`src/rtl/seq_pattern_gen_1010_if.sv`:
```
// Handshake and serial-output bundle for the 1010 pattern transmitter.
// The Pat load bus exists only when PAT_LOAD_EN is defined.
interface seq_pattern_gen_1010_if #(
    parameter int CNT_W = 4
`ifdef PAT_LOAD_EN
    , parameter int PAT_W = 4
`endif
);
    logic             Start;
    logic             Stop;
    logic [CNT_W-1:0] Rep;
`ifdef PAT_LOAD_EN
    logic [PAT_W-1:0] Pat;
`endif
    logic             Out;
    logic             Valid;
    logic             Busy;
    logic             Done;
    logic [2:0]       sta;

`ifdef PAT_LOAD_EN
    modport master (output Start, Stop, Rep, Pat, input Out, Valid, Busy, Done, sta);
    modport slave  (input Start, Stop, Rep, Pat, output Out, Valid, Busy, Done, sta);
`else
    modport master (output Start, Stop, Rep, input Out, Valid, Busy, Done, sta);
    modport slave  (input Start, Stop, Rep, output Out, Valid, Busy, Done, sta);
`endif
endinterface

```
`src/rtl/seq_pattern_gen_1010.sv`:
```
// Serial pattern transmitter: emits a PAT_W-bit pattern MSB-first, Rep times, with GAP_CYC idle cycles between.
// Optional macro PAT_LOAD_EN: pattern is loaded from bus.Pat on an accepted Start instead of the constant PATTERN.
module seq_pattern_gen_1010 #(
    parameter int             PAT_W   = 4,
    parameter logic [PAT_W-1:0] PATTERN = PAT_W'(4'b1010),
    parameter int             CNT_W   = 4,
    parameter int             GAP_CYC = 1
) (
    input logic                  Clk,
    input logic                  Rst,
    seq_pattern_gen_1010_if.slave bus
);
    localparam int BIT_W = $clog2(PAT_W);
    localparam int GAP_W = (GAP_CYC > 0) ? $clog2(GAP_CYC + 1) : 1;
    localparam logic [BIT_W-1:0] BIT_LAST = BIT_W'(PAT_W - 1);
    localparam logic [GAP_W-1:0] GAP_LAST = GAP_W'((GAP_CYC > 0) ? GAP_CYC - 1 : 0);

    typedef enum logic [2:0] {
        IDLE  = 3'd0,
        SHIFT = 3'd1,
        GAP   = 3'd2,
        DONE  = 3'd3
    } state_t;

    state_t           state;
    logic [CNT_W-1:0] rep_cnt;
    logic [BIT_W-1:0] bit_idx;
    logic [GAP_W-1:0] gap_cnt;
    logic [PAT_W-1:0] pat_burst;
    logic [PAT_W-1:0] pat_start;

`ifdef PAT_LOAD_EN
    logic [PAT_W-1:0] pat_reg;
    assign pat_burst = pat_reg;
    assign pat_start = bus.Pat;
`else
    assign pat_burst = PATTERN;
    assign pat_start = PATTERN;
`endif

    assign bus.sta = state;

    // Outputs are registered alongside the state, so each branch sets the values for the state it enters.
    always_ff @(posedge Clk) begin
        if (!Rst) begin
            state     <= IDLE;
            rep_cnt   <= '0;
            bit_idx   <= '0;
            gap_cnt   <= '0;
            bus.Out   <= 1'b0;
            bus.Valid <= 1'b0;
            bus.Busy  <= 1'b0;
            bus.Done  <= 1'b0;
`ifdef PAT_LOAD_EN
            pat_reg   <= PATTERN;
`endif
        end else begin
            bus.Out   <= 1'b0;
            bus.Valid <= 1'b0;
            bus.Done  <= 1'b0;
            bus.Busy  <= 1'b1;
            case (state)
                IDLE: begin
                    bus.Busy <= 1'b0;
                    if (bus.Start && !bus.Stop) begin
                        bus.Busy <= 1'b1;
                        if (bus.Rep == '0) begin
                            state    <= DONE;
                            bus.Done <= 1'b1;
                        end else begin
                            state     <= SHIFT;
                            rep_cnt   <= bus.Rep;
                            bit_idx   <= BIT_LAST;
                            bus.Out   <= pat_start[PAT_W-1];
                            bus.Valid <= 1'b1;
`ifdef PAT_LOAD_EN
                            pat_reg   <= bus.Pat;
`endif
                        end
                    end
                end
                SHIFT: begin
                    if (bus.Stop) begin
                        state    <= IDLE;
                        bus.Busy <= 1'b0;
                    end else if (bit_idx == '0) begin
                        rep_cnt <= rep_cnt - 1'b1;
                        if (rep_cnt == CNT_W'(1)) begin
                            state    <= DONE;
                            bus.Done <= 1'b1;
                        end else if (GAP_CYC > 0) begin
                            state   <= GAP;
                            gap_cnt <= GAP_LAST;
                        end else begin
                            bit_idx   <= BIT_LAST;
                            bus.Out   <= pat_burst[PAT_W-1];
                            bus.Valid <= 1'b1;
                        end
                    end else begin
                        bit_idx   <= bit_idx - 1'b1;
                        bus.Out   <= pat_burst[bit_idx - 1'b1];
                        bus.Valid <= 1'b1;
                    end
                end
                GAP: begin
                    if (bus.Stop) begin
                        state    <= IDLE;
                        bus.Busy <= 1'b0;
                    end else if (gap_cnt == '0) begin
                        state     <= SHIFT;
                        bit_idx   <= BIT_LAST;
                        bus.Out   <= pat_burst[PAT_W-1];
                        bus.Valid <= 1'b1;
                    end else begin
                        gap_cnt <= gap_cnt - 1'b1;
                    end
                end
                DONE: begin
                    state    <= IDLE;
                    bus.Busy <= 1'b0;
                end
                default: begin
                    state    <= IDLE;
                    bus.Busy <= 1'b0;
                end
            endcase
        end
    end
endmodule

```
`src/flat_wrapper.sv`:
```
// flat-port wrapper written by rule: the top's interface ports become plain ports
module seq_pattern_gen_1010_flat 
#(
    parameter int             PAT_W   = 4,
    parameter logic [PAT_W-1:0] PATTERN = PAT_W'(4'b1010),
    parameter int             CNT_W   = 4,
    parameter int             GAP_CYC = 1
)
  (Clk, Rst, bus_Start, bus_Stop, bus_Rep, bus_Out, bus_Valid, bus_Busy, bus_Done, bus_sta);
  seq_pattern_gen_1010_if #(.CNT_W(CNT_W)) bus_i ();
  input logic Clk;
  input logic Rst;
  input wire logic [$bits(bus_i.Start)-1:0] bus_Start;
  input wire logic [$bits(bus_i.Stop)-1:0] bus_Stop;
  input wire logic [$bits(bus_i.Rep)-1:0] bus_Rep;
  output wire logic [$bits(bus_i.Out)-1:0] bus_Out;
  output wire logic [$bits(bus_i.Valid)-1:0] bus_Valid;
  output wire logic [$bits(bus_i.Busy)-1:0] bus_Busy;
  output wire logic [$bits(bus_i.Done)-1:0] bus_Done;
  output wire logic [$bits(bus_i.sta)-1:0] bus_sta;
  assign bus_i.Start = bus_Start;
  assign bus_i.Stop = bus_Stop;
  assign bus_i.Rep = bus_Rep;
  assign bus_Out = bus_i.Out;
  assign bus_Valid = bus_i.Valid;
  assign bus_Busy = bus_i.Busy;
  assign bus_Done = bus_i.Done;
  assign bus_sta = bus_i.sta;
  seq_pattern_gen_1010 #(.PAT_W(PAT_W), .PATTERN(PATTERN), .CNT_W(CNT_W), .GAP_CYC(GAP_CYC)) u_core (.Clk(Clk), .Rst(Rst), .bus(bus_i));
endmodule
```
`config.mk`:
```
export PLATFORM = sky130hd
export DESIGN_NAME = seq_pattern_gen_1010_flat
export DESIGN_NICKNAME = d
export VERILOG_FILES = /design/src/rtl/seq_pattern_gen_1010_if.sv /design/src/rtl/seq_pattern_gen_1010.sv /design/src/flat_wrapper.sv
export SDC_FILE = /design/constraint.sdc
export NUM_CORES = 1
export LEC_CHECK = 0
export CAP_MARGIN = 20
export CORE_MARGIN = 1
export CORE_UTILIZATION = 35
export DETAILED_ROUTE_END_ITERATION = 8
export PLACE_DENSITY = 0.69
export SYNTH_ARGS = -nofsm -noshare
export SYNTH_HDL_FRONTEND = slang
export SYNTH_SLANG_ARGS = --single-unit
```
`constraint.sdc`:
```
create_clock -name Clk -period 2.65 [get_ports Clk]
set_clock_uncertainty 0.1 [all_clocks]
set_input_delay 0.3975 -clock Clk [delete_from_list [all_inputs] [get_ports Clk]]
set_output_delay 0.3975 -clock Clk [all_outputs]
set_load 0.01 [all_outputs]
```
==> Word level (Yosys, flattened, before mapping) <==
Cells that the tools add are included.
{ "op_classes": {"n_mul": 0, "n_addsub": 3, "n_eq_ne": 13, "mux": 47, "n_shift": 0, "n_reduce_logical": 13, "bitwise_logic": 0, "div_mod_pow": 0, "order_cmp": 1} }
{ "op_table": {"columns": ["cell", "n"], "rows": [
  ["$mux 1", 22],
  ["$mux 4", 4],
  ["$mux 3", 5],
  ["$mux 2", 7],
  ["$ne 2x2->1 const B", 6],
  ["$reduce_and 5->1", 2],
  ["$pmux 3 s3", 1],
  ["$pmux 4 s2", 1],
  ["$reduce_and 7->1", 1],
  ["$pmux 1 s2", 3],
  ["$pmux 1 s3", 2],
  ["$pmux 2 s3", 1],
  ["$eq 4x1->1 const B", 1],
  ["$logic_not 4->1", 1],
  ["$ne 2x1->1 const B", 2],
  ["$reduce_bool 2->1", 2],
  ["$sub 4x1->4 const B", 1],
  ["$eq 3x1->1 const B", 1],
  ["$eq 3x2->1 const B", 1],
  ["$logic_not 3->1", 1],
  ["$lt 2x3->1 const B", 1],
  ["$ne 3x2->1 const B", 1],
  ["$ne 3x3->1 const B", 1],
  ["$reduce_and 3->1", 1],
  ["8 further kinds", 8]
]} }
{ "word_totals": {"romBits": 0, "ram_bits": 0, "reg_bits": 14, "mem_count": 0, "in_bits": 8, "output_inout_bits": 7, "latch_bits": 0, "word_cells": 85} }

==> Logic depth before layout (Yosys ltp) <==
{ "depth": {"depth_word": 6, "mapped_depth": 7, "ltp_nobuf": 6} }

==> Least setup slack after synthesis <==
No wires, ideal clock.
{ "synth_path": {"path_type": "reg-to-reg", "startpoint": "reg u_core.state[0], in the netlist u_core.bus.sta[0]", "endpoint": "reg u_core.rep_cnt[0]", "stages_incl_launch_ff": 7, "setup_time_ps": 124, "path_buffers": 1, "slack_ps": 652, "period_less_slack_ps": 1998, "t_arrival_ps": 1774, "required_time_ps": 2426, "cell_sequence": "dfxtp_1 > inv_1 > ha_1 > buf_6 > mux2i_1 > a2111o_1 > o311a_2"} }
{ "synth_between": {"elab_chain_cells": 3, "word_cells_on_any_way": 9, "cone_classes": "eq/ne: 5; mux: 1; reduce/logical: 3"} }
{ "synth_rtl": {"columns": ["item", "line_no", "rtl"], "rows": [
  ["start, declared", "seq_pattern_gen_1010.sv:25", "state_t state;"],
  ["start signal, assigned", "seq_pattern_gen_1010.sv:46", "state <= IDLE;"],
  ["start signal, assigned", "seq_pattern_gen_1010.sv:68", "state <= DONE;"],
  ["start signal, assigned", "seq_pattern_gen_1010.sv:71", "state <= SHIFT;"],
  ["$eq 3x1->1 / $logic_not 3->1 (equally long branches)", "seq_pattern_gen_1010.sv:62", "case (state)"],
  ["$ne 2x1->1 (no source line), or another cell as far along", null, null],
  ["$reduce_and 5->1 (no source line)", null, null],
  ["end signal, assigned", "seq_pattern_gen_1010.sv:72", "rep_cnt <= bus.Rep;"],
  ["end signal, assigned", "seq_pattern_gen_1010.sv:87", "rep_cnt <= rep_cnt - 1'b1;"],
  ["end, declared", "seq_pattern_gen_1010.sv:26", "logic [CNT_W-1:0] rep_cnt;"]
]} }
Parallel ways exist; a longest one is shown, timed or not.
A chain may end at the register's enable or synchronous reset.

==> Final worst setup path <==
Same ends and word-level chain as after synthesis.

==> flow_summary.ini <==
[power]
power.total_w = 0.000806
p_per_area_mw_per_mm2 = 854
irDropWorstVdd_mv = 0.465
p_leak_nw = 0.354

[timing]
setup_viol = 0
rsz0062_at_grt = no
tns_ns = 0
drv_slew = 0
period_share = 0.787
worst_hold_slack_ns = 0.380
max_freq_mhz = 480
final_hold_viol_count = 0
fin_crit_ns = 2.09

[detailed_routing]
drt_first_pass_iters = 4
vias_per_cell = 5.17
drtIter0Drc = 11
drc = 0
ant_nets = 0
vias = 667
wirelength_um = 1500
wl_per_cell_um = 11.6

[clock_network]
holdBufCountCts = 0
cts_made_buffers = 3
cts_repair_resize_count = 0
cts_max_level = 1
clk_latency_ns = 0.28
clk_pin_slew_ns = 0.07
cts_tree = done
clk_path_buf_depth = 2
cts_root_buf = clkbuf_4
clock_sinks = 12
postCtsSetupRepairBufs = 0

[run]
cap_violations = 0

[synth]
syn_nets = 105
yosysTopAreaCell = dfxtp_1
yosysMostFrequentCell = dfxtp_1
async_flop_share = 0
postSynthCellCount = 89
avgSynthCellArea_um2 = 8.70
yosysTopAreaCellShare = 0.310
yosys-top-cells-area = dfxtp_1 31%, ha_1 13%, inv_1 4.4%, a211oi_1 3.9%, a21oi_1 3.2%
synth_common_cells = 12 x dfxtp_1, 9 x inv_1, 8 x ha_1
synthesis.area_um2 = 774
synth_ff_type = dfxtp_1
yosys_warnings = 0
synth_edf_count = 0
synth_seq_cells = 12
ys_seq_area_frac = 0.310
yosysUniqueCellTypes = 34

[critical_path]
worstPathMaxFanout = 10
crit_path_end_kind = register
cp_cell_sequence = inv_1 > ha_1 > mux2i_1 > a2111o_1 > o311a_2
critPathMaxStageDelay_ns = 0.52
critPathLaunchType = register
required_ns = 2.72
critPathKind = reg2reg
rrSetupSlack_ns = 0.56
crit_arrival_ns = 2.15
cp_slowest_cell = a2111o_1

[place]
placed_cells = 125
io_buffers = 13
gp_congestion = 0.767
dp_hpwl_um = 1170

[run_status]
status = completed

[floorplanning]
dieArea_mm2 = 0.00240
io_pins = 15
initial_core_util = 0.383
die_x_um = 49.0
core-area_mm2 = 0.00202
fp.dieH_um = 49.0
num_rows = 16

[grt]
grt-ovfl-total = 0
grt_pass1_wl_um = 2810
grt_pass1_vias = 598
grt.total_usage = 0.154
grt_max_degree = 12
antenna_found_initial = 0

[layout]
n_fill_cell = 194
antenna_cells = 0
area_growth_pct = 21.8
instances_no_fill = 129
drive_above_1_share = 0.0784
post-route-util = 0.467
fin_nets = 119

[worst_hold_path]
hold_class = reg2reg
## metal layers
layer	GRT usage	wire [um]
met1	0.206	761
met5	0	0
met3	0.0561	62
met4	0.0441	12
met2	0.231	665
## cell families after synthesis
group                      after synthesis  share of synthesized area
DFF                                     12                      0.310
buffers and inverters                   14                     0.0937
and+or+nand+nor                         26                      0.187
AOI/OAI and AO/OA                       26                      0.249
muxes                                    2                     0.0258
other                                    1                    0.00484
adders and majority gates                8                      0.129
## report_power, final
group	switching, W	internal (W)
clock network	0.0000653	0.0000836
registers	0.0000283	0.000225
logic	0.000219	0.000185
## registers in the layout, summed over array words and instances, names as in the netlist
signal	count
u_core.bus.Out	1
u_core.bus.sta	2
u_core.bit_idx	2
u_core.rep_cnt	4
u_core.bus.Busy	1
u_core.bus.Valid	1
u_core.bus.Done	1
## critical path, delay by kind of cell, from the launching register on
family,cells,cell delay (ns)
AO/OA/AOI/OAI,2,0.92
flip-flops,1,0.40
adder cells (fa/ha/maj),1,0.31
multiplexers,1,0.15
buffers and inverters,1,0.08
## metrics by stage
step	instance area [um^2]	setup slack [ns]
2_1_floorplan	774	0.652
3_3_place_gp	907	0.439
3_5_place_dp	907	0.433
4_1_cts	943	0.564
5_1_grt	943	0.440
6_report	943	0.565
## cells in the final DEF, fill, tap and decap left out, types with 2 or more instances in the layout
cell type | netlist | final
dfxtp_1 | 12 | 12
inv_1 | 9 | 9
ha_1 | 8 | 8
mux2i_1 | 2 | 2
a211oi_1 | 4 | 4
clkdlybuf4s50_1 | 0 | 13
a21oi_1 | 5 | 5
nand3_1 | 2 | 2
nand2b_1 | 4 | 4
o32ai_1 | 2 | 2
clkbuf_4 | 0 | 3
nor3_1 | 2 | 2
nor2b_1 | 4 | 4
a31oi_1 | 2 | 2
nand2_1 | 4 | 4
o21ai_0 | 3 | 3
nor2_1 | 5 | 5
## cell type report
class	count	area (um^2)	area share
sequential	12	240	0.255
multi-input combinational	63	462	0.489
inverter	9	33.8	0.0358
tap	27	33.8	0.0358
clock buffer	4	36.3	0.0385
timing repair buffer	14	138	0.146
## path summary, 6_finish.rpt
path / endpoint / cells past startpoint / from
setup reg to reg: u_core.rep_cnt[0] / 5 / u_core.bus.sta[0]
setup / recovery: u_core.rep_cnt[0] / 5 / u_core.bus.sta[0]
hold / removal: u_core.rep_cnt[3] / 2 / u_core.rep_cnt[3]
hold reg to reg: u_core.rep_cnt[3] / 2 / u_core.rep_cnt[3]
(Power assumes the default switching activity.)
